## src/rtl/cflog_write_ctrl_pkg.sv

```systemverilog
// Shared types and constants for the control-flow log write controller.
package cflog_write_ctrl_pkg;

  typedef enum logic [2:0] {
    StIdle,
    StWaitDst,
    StWrSrc,
    StWrDst,
    StFull
  } state_e;

  // One log entry is two 16-bit words: source pc then destination pc.
  localparam logic [15:0] EntryBytes = 16'd4;
  localparam logic [15:0] WordStep   = 16'd2;

endpackage

```

## src/rtl/cflog_pend_q.sv

```systemverilog
// One-deep branch event queue with a sticky overflow flag.
module cflog_pend_q (
  input  logic        clk_i,
  input  logic        rst_i,
  input  logic        push_i,
  input  logic        pop_i,
  input  logic [15:0] src_i,
  output logic        valid_o,
  output logic [15:0] src_o,
  output logic        ovf_o
);

  logic        valid_q, valid_d;
  logic [15:0] src_q, src_d;
  logic        ovf_q, ovf_d;

  // Pop frees the slot in the same cycle, so a simultaneous push is accepted.
  always_comb begin
    valid_d = valid_q;
    src_d   = src_q;
    ovf_d   = ovf_q;
    if (pop_i) valid_d = 1'b0;
    if (push_i) begin
      if (valid_q && !pop_i) begin
        ovf_d = 1'b1;
      end else begin
        valid_d = 1'b1;
        src_d   = src_i;
      end
    end
  end

  // Queue state register with synchronous reset.
  always_ff @(posedge clk_i) begin
    if (rst_i) begin
      valid_q <= 1'b0;
      src_q   <= '0;
      ovf_q   <= 1'b0;
    end else begin
      valid_q <= valid_d;
      src_q   <= src_d;
      ovf_q   <= ovf_d;
    end
  end

  assign valid_o = valid_q;
  assign src_o   = src_q;
  assign ovf_o   = ovf_q;

endmodule

```

## src/rtl/cflog_write_ctrl.sv

```systemverilog
// Writes (source pc, destination pc) entries for each detected branch into the
// log RAM and requests a flush from the TCB when the region is full.
module cflog_write_ctrl
  import cflog_write_ctrl_pkg::*;
#(
  parameter logic [15:0] LOG_BASE = 16'h4000,
  parameter logic [15:0] LOG_SIZE = 16'h0040
) (
  input  logic        clk,
  input  logic        puc_rst,
  input  logic [15:0] pc,
  input  logic        inst_fetch,
  input  logic        branch_detect,
  input  logic        log_ack,
  output logic        mem_wr_en,
  output logic [15:0] mem_addr,
  output logic [15:0] mem_wr_data,
  output logic [15:0] log_ptr,
  output logic        flush_req,
  output logic        log_ovf
);

  state_e      state_q, state_d;
  logic [15:0] src_q, src_d;
  logic [15:0] dst_q, dst_d;
  logic [15:0] log_ptr_q, log_ptr_d;
  logic [15:0] ptr_next;

  logic        pend_push, pend_pop, pend_v, pend_ovf;
  logic [15:0] pend_src;

  // Events go to the queue unless IDLE can take them directly this cycle.
  always_comb begin
    pend_pop  = (state_q == StIdle) && pend_v;
    pend_push = branch_detect && ((state_q != StIdle) || pend_v);
  end

  cflog_pend_q u_pend_q (
    .clk_i   (clk),
    .rst_i   (puc_rst),
    .push_i  (pend_push),
    .pop_i   (pend_pop),
    .src_i   (pc),
    .valid_o (pend_v),
    .src_o   (pend_src),
    .ovf_o   (pend_ovf)
  );

  // State and datapath registers.
  always_ff @(posedge clk) begin
    if (puc_rst) begin
      state_q   <= StIdle;
      src_q     <= '0;
      dst_q     <= '0;
      log_ptr_q <= '0;
    end else begin
      state_q   <= state_d;
      src_q     <= src_d;
      dst_q     <= dst_d;
      log_ptr_q <= log_ptr_d;
    end
  end

  // Next-state and datapath update.
  always_comb begin
    state_d   = state_q;
    src_d     = src_q;
    dst_d     = dst_q;
    log_ptr_d = log_ptr_q;
    ptr_next  = log_ptr_q + EntryBytes;
    unique case (state_q)
      StIdle: begin
        if (pend_v) begin
          src_d   = pend_src;
          state_d = StWaitDst;
        end else if (branch_detect) begin
          src_d   = pc;
          state_d = StWaitDst;
        end
      end
      StWaitDst: begin
        if (inst_fetch) begin
          dst_d   = pc;
          state_d = StWrSrc;
        end
      end
      StWrSrc: state_d = StWrDst;
      StWrDst: begin
        log_ptr_d = ptr_next;
        state_d   = (ptr_next >= LOG_SIZE) ? StFull : StIdle;
      end
      StFull: begin
        if (log_ack) begin
          log_ptr_d = '0;
          state_d   = StIdle;
        end
      end
      default: state_d = StIdle;
    endcase
  end

  // Outputs; everything is forced low during reset so an aborted write never strobes.
  always_comb begin
    mem_wr_en   = 1'b0;
    mem_addr    = '0;
    mem_wr_data = '0;
    flush_req   = 1'b0;
    log_ptr     = '0;
    log_ovf     = 1'b0;
    if (!puc_rst) begin
      log_ptr = log_ptr_q;
      log_ovf = pend_ovf;
      unique case (state_q)
        StWrSrc: begin
          mem_wr_en   = 1'b1;
          mem_addr    = LOG_BASE + log_ptr_q;
          mem_wr_data = src_q;
        end
        StWrDst: begin
          mem_wr_en   = 1'b1;
          mem_addr    = LOG_BASE + log_ptr_q + WordStep;
          mem_wr_data = dst_q;
        end
        StFull:  flush_req = 1'b1;
        default: ;
      endcase
    end
  end

endmodule

```

## config.mk

```make
export PLATFORM = sky130hd
export DESIGN_NAME = cflog_write_ctrl
export DESIGN_NICKNAME = d
export VERILOG_FILES = /design/src/rtl/cflog_write_ctrl_pkg.sv /design/src/rtl/cflog_pend_q.sv /design/src/rtl/cflog_write_ctrl.sv
export SDC_FILE = /design/constraint.sdc
export NUM_CORES = 1
export LEC_CHECK = 0
export BUFFER_PORTS_ARGS = -buffer_cell sky130_fd_sc_hd__buf_4
export CAP_MARGIN = 10
export CORE_UTILIZATION = 53
export CTS_CLUSTER_SIZE = 20
export DETAILED_ROUTE_END_ITERATION = 16
export MAX_ROUTING_LAYER = met4
export PLACE_DENSITY = 0.78
export SLEW_MARGIN = 20
export SYNTH_ARGS = -nofsm -noshare
export SYNTH_HDL_FRONTEND = slang
export SYNTH_SLANG_ARGS = --single-unit
```

## constraint.sdc

```tcl
create_clock -name clk -period 2.53 [get_ports clk]
set_input_delay 0.1265 -clock clk [delete_from_list [all_inputs] [get_ports clk]]
set_output_delay 0.1265 -clock clk [all_outputs]
set_load 0.01 [all_outputs]
```

After elaboration in Yosys (flattened, before gate mapping)
Index checks and enable logic that the tools add are counted.

Bits in registers: 69. Bits of input ports: 21. Output and inout bits: 51. Word-level logic and storage cells: 58.

Add/sub/neg operators: 3. $lt $le $gt $ge: 1. Eq/ne operators: 7. Multiplexer cells: 23. Bitwise gates (word level): 1. Reduce and logical (&&, ||, !) cells: 16.

Operators by type and width (count): 2-to-1 mux 16 bit (6); one-hot mux 16 bit (2 select lines) (3); adder 15 x 16 -> 16 bit (first input constant) (1); adder 16 x 2 -> 16 bit (second input constant) (1); adder 16 x 3 -> 16 bit (second input constant) (1); greater-or-equal comparator 16 x 7 -> 1 bit (second input constant) (1); 2-to-1 mux 3 bit (5); one-hot mux 3 bit (5 select lines) (1); AND reduction 2 bit (5); 2-to-1 mux 1 bit (8); equality test 3 x 2 -> 1 bit (second input constant) (2); inequality test 2 bit (second input constant) (2); nonzero test 2 bit (2); equality test 3 x 1 -> 1 bit (second input constant) (1); equality test 3 bit (second input constant) (1); logical AND 1 bit (3); zero test 3 bit (1); inequality test 3 x 2 -> 1 bit (second input constant) (1); AND reduction 3 bit (1); nonzero test 3 bit (1); OR reduction 2 bit (1); zero test 1 bit (1); logical OR 1 bit (1); inverter 1 bit (1).

Logic depth before layout (Yosys ltp)
Depth in word-level cells: 6. Mapped depth: 9. Gate-level depth less buffers: 7.

By module
A second synthesis with hierarchy kept.

Cell total of the unflattened synthesis: 429. Area, all modules: 3524.6 µm².

By module, submodules not included: cflog_write_ctrl (instances 1, cells an instance 352, area an instance 2722.6 µm², sequential area each 980.9 µm²); cflog_pend_q (instances 1, cells an instance 77, area an instance 802.0 µm², sequential area each 360.3 µm²).

Worst setup path before layout
Ideal clock, no wire load.

Path kind: register to register. Start point: register log_ptr_q[10]. End point: register state_q[2]. Library setup time: 0.122 ns. Arrival time: 1.973 ns. Required time: 2.408 ns. Setup slack: 0.435 ns. Stages on the path, launching flop included: 7. Path buffers: 1. Period minus slack after synthesis: 2.095 ns. Cell sequence: dfxtp_1 clkbuf_1 nand3_1 nor4_1 xor2_1 or4b_1 o32a_1.

Word-level cells in the longest chain between the ends: 4.

RTL lines: start: declaration (RTL line cflog_write_ctrl.sv:26) `logic [15:0] log_ptr_q, log_ptr_d;`; start signal: assignment (RTL line cflog_write_ctrl.sv:60) `log_ptr_q <= log_ptr_d;`; adder 16 x 3 -> 16 bit (RTL line cflog_write_ctrl.sv:70) `ptr_next = log_ptr_q + EntryBytes;`; greater-or-equal comparator 16 x 7 -> 1 bit (RTL line cflog_write_ctrl.sv:90) `state_d = (ptr_next >= LOG_SIZE) ? StFull : StIdle;`; 2-to-1 mux 3 bit (RTL line cflog_write_ctrl.sv:90); one-hot mux 3 bit (5 select lines) (RTL line cflog_write_ctrl.sv:71) `unique case (state_q)`; end signal: assignment (RTL line cflog_write_ctrl.sv:52) `state_q <= StIdle;`; end signal: assignment (RTL line cflog_write_ctrl.sv:57) `state_q <= state_d;`; end: declaration (RTL line cflog_write_ctrl.sv:23) `state_e state_q, state_d;`.

No other way between the ends. A chain may end at the register's enable or synchronous reset.

Final worst setup path
Start point: register log_ptr_q[8]. End point: register state_q[2].

The elaborated chain is that of the path after synthesis.

==> impl_metrics.env <==
export IMPL_run_status="complete, no violations"
export IMPL_area_growth_pct=22.81
export IMPL_reg2reg_slack_ns=0.18
export IMPL_final_area_um2=4089
export IMPL_rsz0062_at_grt="no"
export IMPL_synth_top_cell_area_share=0.4029
export IMPL_ant_nets=0
export IMPL_hp_class="input pin to flip-flop"
export IMPL_synth_area_leaders="dfxtp_1 40%, mux2i_1 15%, nor2_1 7.8%, nand2_1 5.4%, a211oi_1 3.6%"
export IMPL_final_min_clock_period_ns=2.350
export IMPL_wire_per_inst_um=14.33
export IMPL_root_buffer="clkbuf_8"
export IMPL_route_met2_wl_um=3851
export IMPL_ff2ff_path_depth=5
export IMPL_cts_tree="done"
export IMPL_finalPower_mw=2.496
export IMPL_synthMuxAreaShare=0.1473
export IMPL_nets=488
export IMPL_die_h_um=81.26
export IMPL_route_met3_wl_um=270
export IMPL_worst_slack_ns=0.1801
export IMPL_cts_htree_levels=3
export IMPL_cts_sink_count=67
export IMPL_synth_compound_area_frac=0.1169
export IMPL_yosysWarnings=0
export IMPL_row_count=28
export IMPL_reg2reg_from="log_ptr_q[8]"
export IMPL_path_clk_slew_ns=0.08
export IMPL_drt_iter0_drc=235
export IMPL_yosys_area_share_simple=0.2555
export IMPL_switchingPower_mw=0.6572
export IMPL_mostFrequentLayoutCell="buf_4"
export IMPL_drt_met1_wl_um=3564
export IMPL_io_buffers=68
export IMPL_fp_dieW_um=81.26
export IMPL_p_leak_nw=1.767
export IMPL_grt_max_degree=42
export IMPL_critical_path_cell_chain="nand3_1 > nor4_1 > xor2_1 > or4b_1 > o32a_1"
export IMPL_crit_type="flip-flop to flip-flop"
export IMPL_placed_area_um2=3875
export IMPL_cts_path_max_buffers=2
export IMPL_path_max_fanout=14
export IMPL_dr_pass1_iters=5
export IMPL_synth_cell_types=43
export IMPL_ioPinCount=72
export IMPL_slowest_delay_ns=0.54
export IMPL_core_area_um2=5991
export IMPL_tns_ns=0
export IMPL_comb_power_share=0.141
export IMPL_drt_vias_per_instance=5.418
export IMPL_min_from="pc[13]"
export IMPL_final_cell_mix="79 x buf_4, 68 x nor2_1, 67 x dfxtp_1, 49 x mux2i_1, 48 x nand2_1"
export IMPL_clk_latency_ns=0.35
export IMPL_endpoint_kind="flip-flop"
export IMPL_synth_adder_area_share=0.003758
export IMPL_clock_skew_ns=0.01410
export IMPL_crit_slowest_cell="dfxtp_1"
export IMPL_syn_cell_area_um2=3329
export IMPL_grt_pass1_vias=2716
export IMPL_holdPathEnd="u_pend_q.src_o[13]"
export IMPL_synth_edf_count=0
export IMPL_dieArea_um2=6603
export IMPL_min_path_cells=3
export IMPL_synthArstFlopShare=0
export IMPL_hold_viol_final=0
export IMPL_switching_share=0.2633
export IMPL_slew_violations=0
export IMPL_yosysSeqAreaShare=0.4029
export IMPL_setup_viol=0
export IMPL_worst_ep_required_time_ns=2.76
export IMPL_synth_cells=408
export IMPL_ctsHoldBuffers=0
export IMPL_cts_setup_buffers=0
export IMPL_layout_drive_gt1_share=0.2064
export IMPL_antenna_cells=0
export IMPL_fmax_ghz=0.4255
export IMPL_ys_ff_latch=67
export IMPL_powerDensity_nw_per_um2=610.4
export IMPL_synth_top_family_by_area="simple AND/OR/NAND/NOR gates"
export IMPL_yosys_most_used_dff="dfxtp_1"
export IMPL_grt_pass1_wl_um=12440
export IMPL_drc=0
export IMPL_grt_overflow=0
export IMPL_critPathArrivalTime_ns=2.58
export IMPL_start_kind="flip-flop"
export IMPL_top_layer_used="met4"
export IMPL_final_util=0.6825
export IMPL_slew_headroom=0.5162
export IMPL_pwr_share_seq=0.468
export IMPL_rr_endpoint="state_q[2]"
export IMPL_peakVddDrop_mv=0.5879
export IMPL_fin_crit_sh=0.9288
export IMPL_post_place_ws_ns=0.2382
export IMPL_synth_top_area_cell="dfxtp_1"
export IMPL_pwr_share_clk=0.390
export IMPL_initial_core_util=0.5558
export IMPL_grt_total_usage=0.2556
export IMPL_antenna_found_initial=0
export IMPL_drt_total_wl_um=7811
export IMPL_dp_hpwl_um=5292
export IMPL_gp_congestion=0.9242
export IMPL_cts_made_buffers=9
export IMPL_synthXorXnorAreaFrac=0.02368
export IMPL_drv_cap=0
export IMPL_post_cts_resized=0
export IMPL_p_int_mw=1.839
export IMPL_tightest_slew_ns=0.7235
export IMPL_syn_avg_cell_area_um2=8.160
export IMPL_num_vias=2953
-- per-layer routing --
| layer | vias up | global-route usage |
|---|---|---|
| met5 | - | - |
| met4 | 0 | 0.1089 |
| met3 | 14 | 0.04270 |
| met2 | 75 | 0.4317 |
| met1 | 1373 | 0.2974 |
| li1 | 1491 | - |
-- cell type report --
type / instances / area (um2)
Clock buffer: 10 / 127.6
Clock inverter: 5 / 86.33
Fill cell: 507 / 1902
Inverter: 3 / 11.26
Multi-Input combinational cell: 306 / 1836
Sequential cell: 67 / 1341
Tap cell: 75 / 93.84
Timing Repair Buffer: 79 / 593.1
-- critical path: cells and delay by family (launching register included) --
kind	cells	cell delay, ns
AO/OA/AOI/OAI	1	0.33
AND/OR/NAND/NOR	3	1.23
flip-flops	1	0.54
XOR/XNOR	1	0.13
-- cell usage after synthesis, types with 5 or more instances --
cell type,instances
a211oi_1,16
a21oi_1,21
and2_1,12
buf_1,5
clkbuf_1,23
dfxtp_1,67
mux2i_1,49
nand2_1,48
nand3_1,7
nor2_1,69
nor2b_1,18
nor3_1,7
o21ai_0,17
xor2_1,5
-- power groups by stage --
stage	logic (mW)	registers [mW]	clock network [mW]
6_report	0.353	1.17	0.975
5_1_grt	0.390	1.18	1.04
4_1_cts	0.355	1.17	0.990
3_5_place_dp	0.353	1.19	0
3_3_place_gp	0.344	1.19	0
2_1_floorplan	0.261	1.18	0
-- flip-flops by register name, summed over array words and instances (netlist names) --
register	count
dst_q	16
u_pend_q.ovf_o	1
state_q	3
u_pend_q.src_o	16
src_q	16
u_pend_q.valid_o	1
log_ptr_q	14
-- per-stage QoR --
stage / std cells / hold slack, ns
2_1_floorplan: 410 / 0.2625
3_3_place_gp: 530 / 0.3791
3_5_place_dp: 530 / 0.3907
4_1_cts: 545 / 0.02035
5_1_grt: 545 / 0.02835
6_report: 545 / 0.02850
-- cell families after synthesis --
| kind of cell | count (synthesis) |
|---|---|
| other | 1 |
| AO/OA/AOI/OAI | 64 |
| adder cells (fa/ha/maj) | 1 |
| flip-flops | 67 |
| XOR/XNOR | 9 |
| multiplexers | 49 |
| buffers and inverters | 37 |
| AND/OR/NAND/NOR | 180 |
-- worst max path at each step --
stage | startpoint | to | slack (ns)
CTS | log_ptr_q[8] | state_q[2] | 0.20
global placement | log_ptr_q[8] | state_q[2] | 0.28
finish | log_ptr_q[8] | state_q[2] | 0.18
floorplan | log_ptr_q[10] | state_q[2] | 0.44
detailed placement | log_ptr_q[8] | state_q[2] | 0.24
global route | log_ptr_q[8] | state_q[2] | 0.02
(Power assumes the default switching activity.)
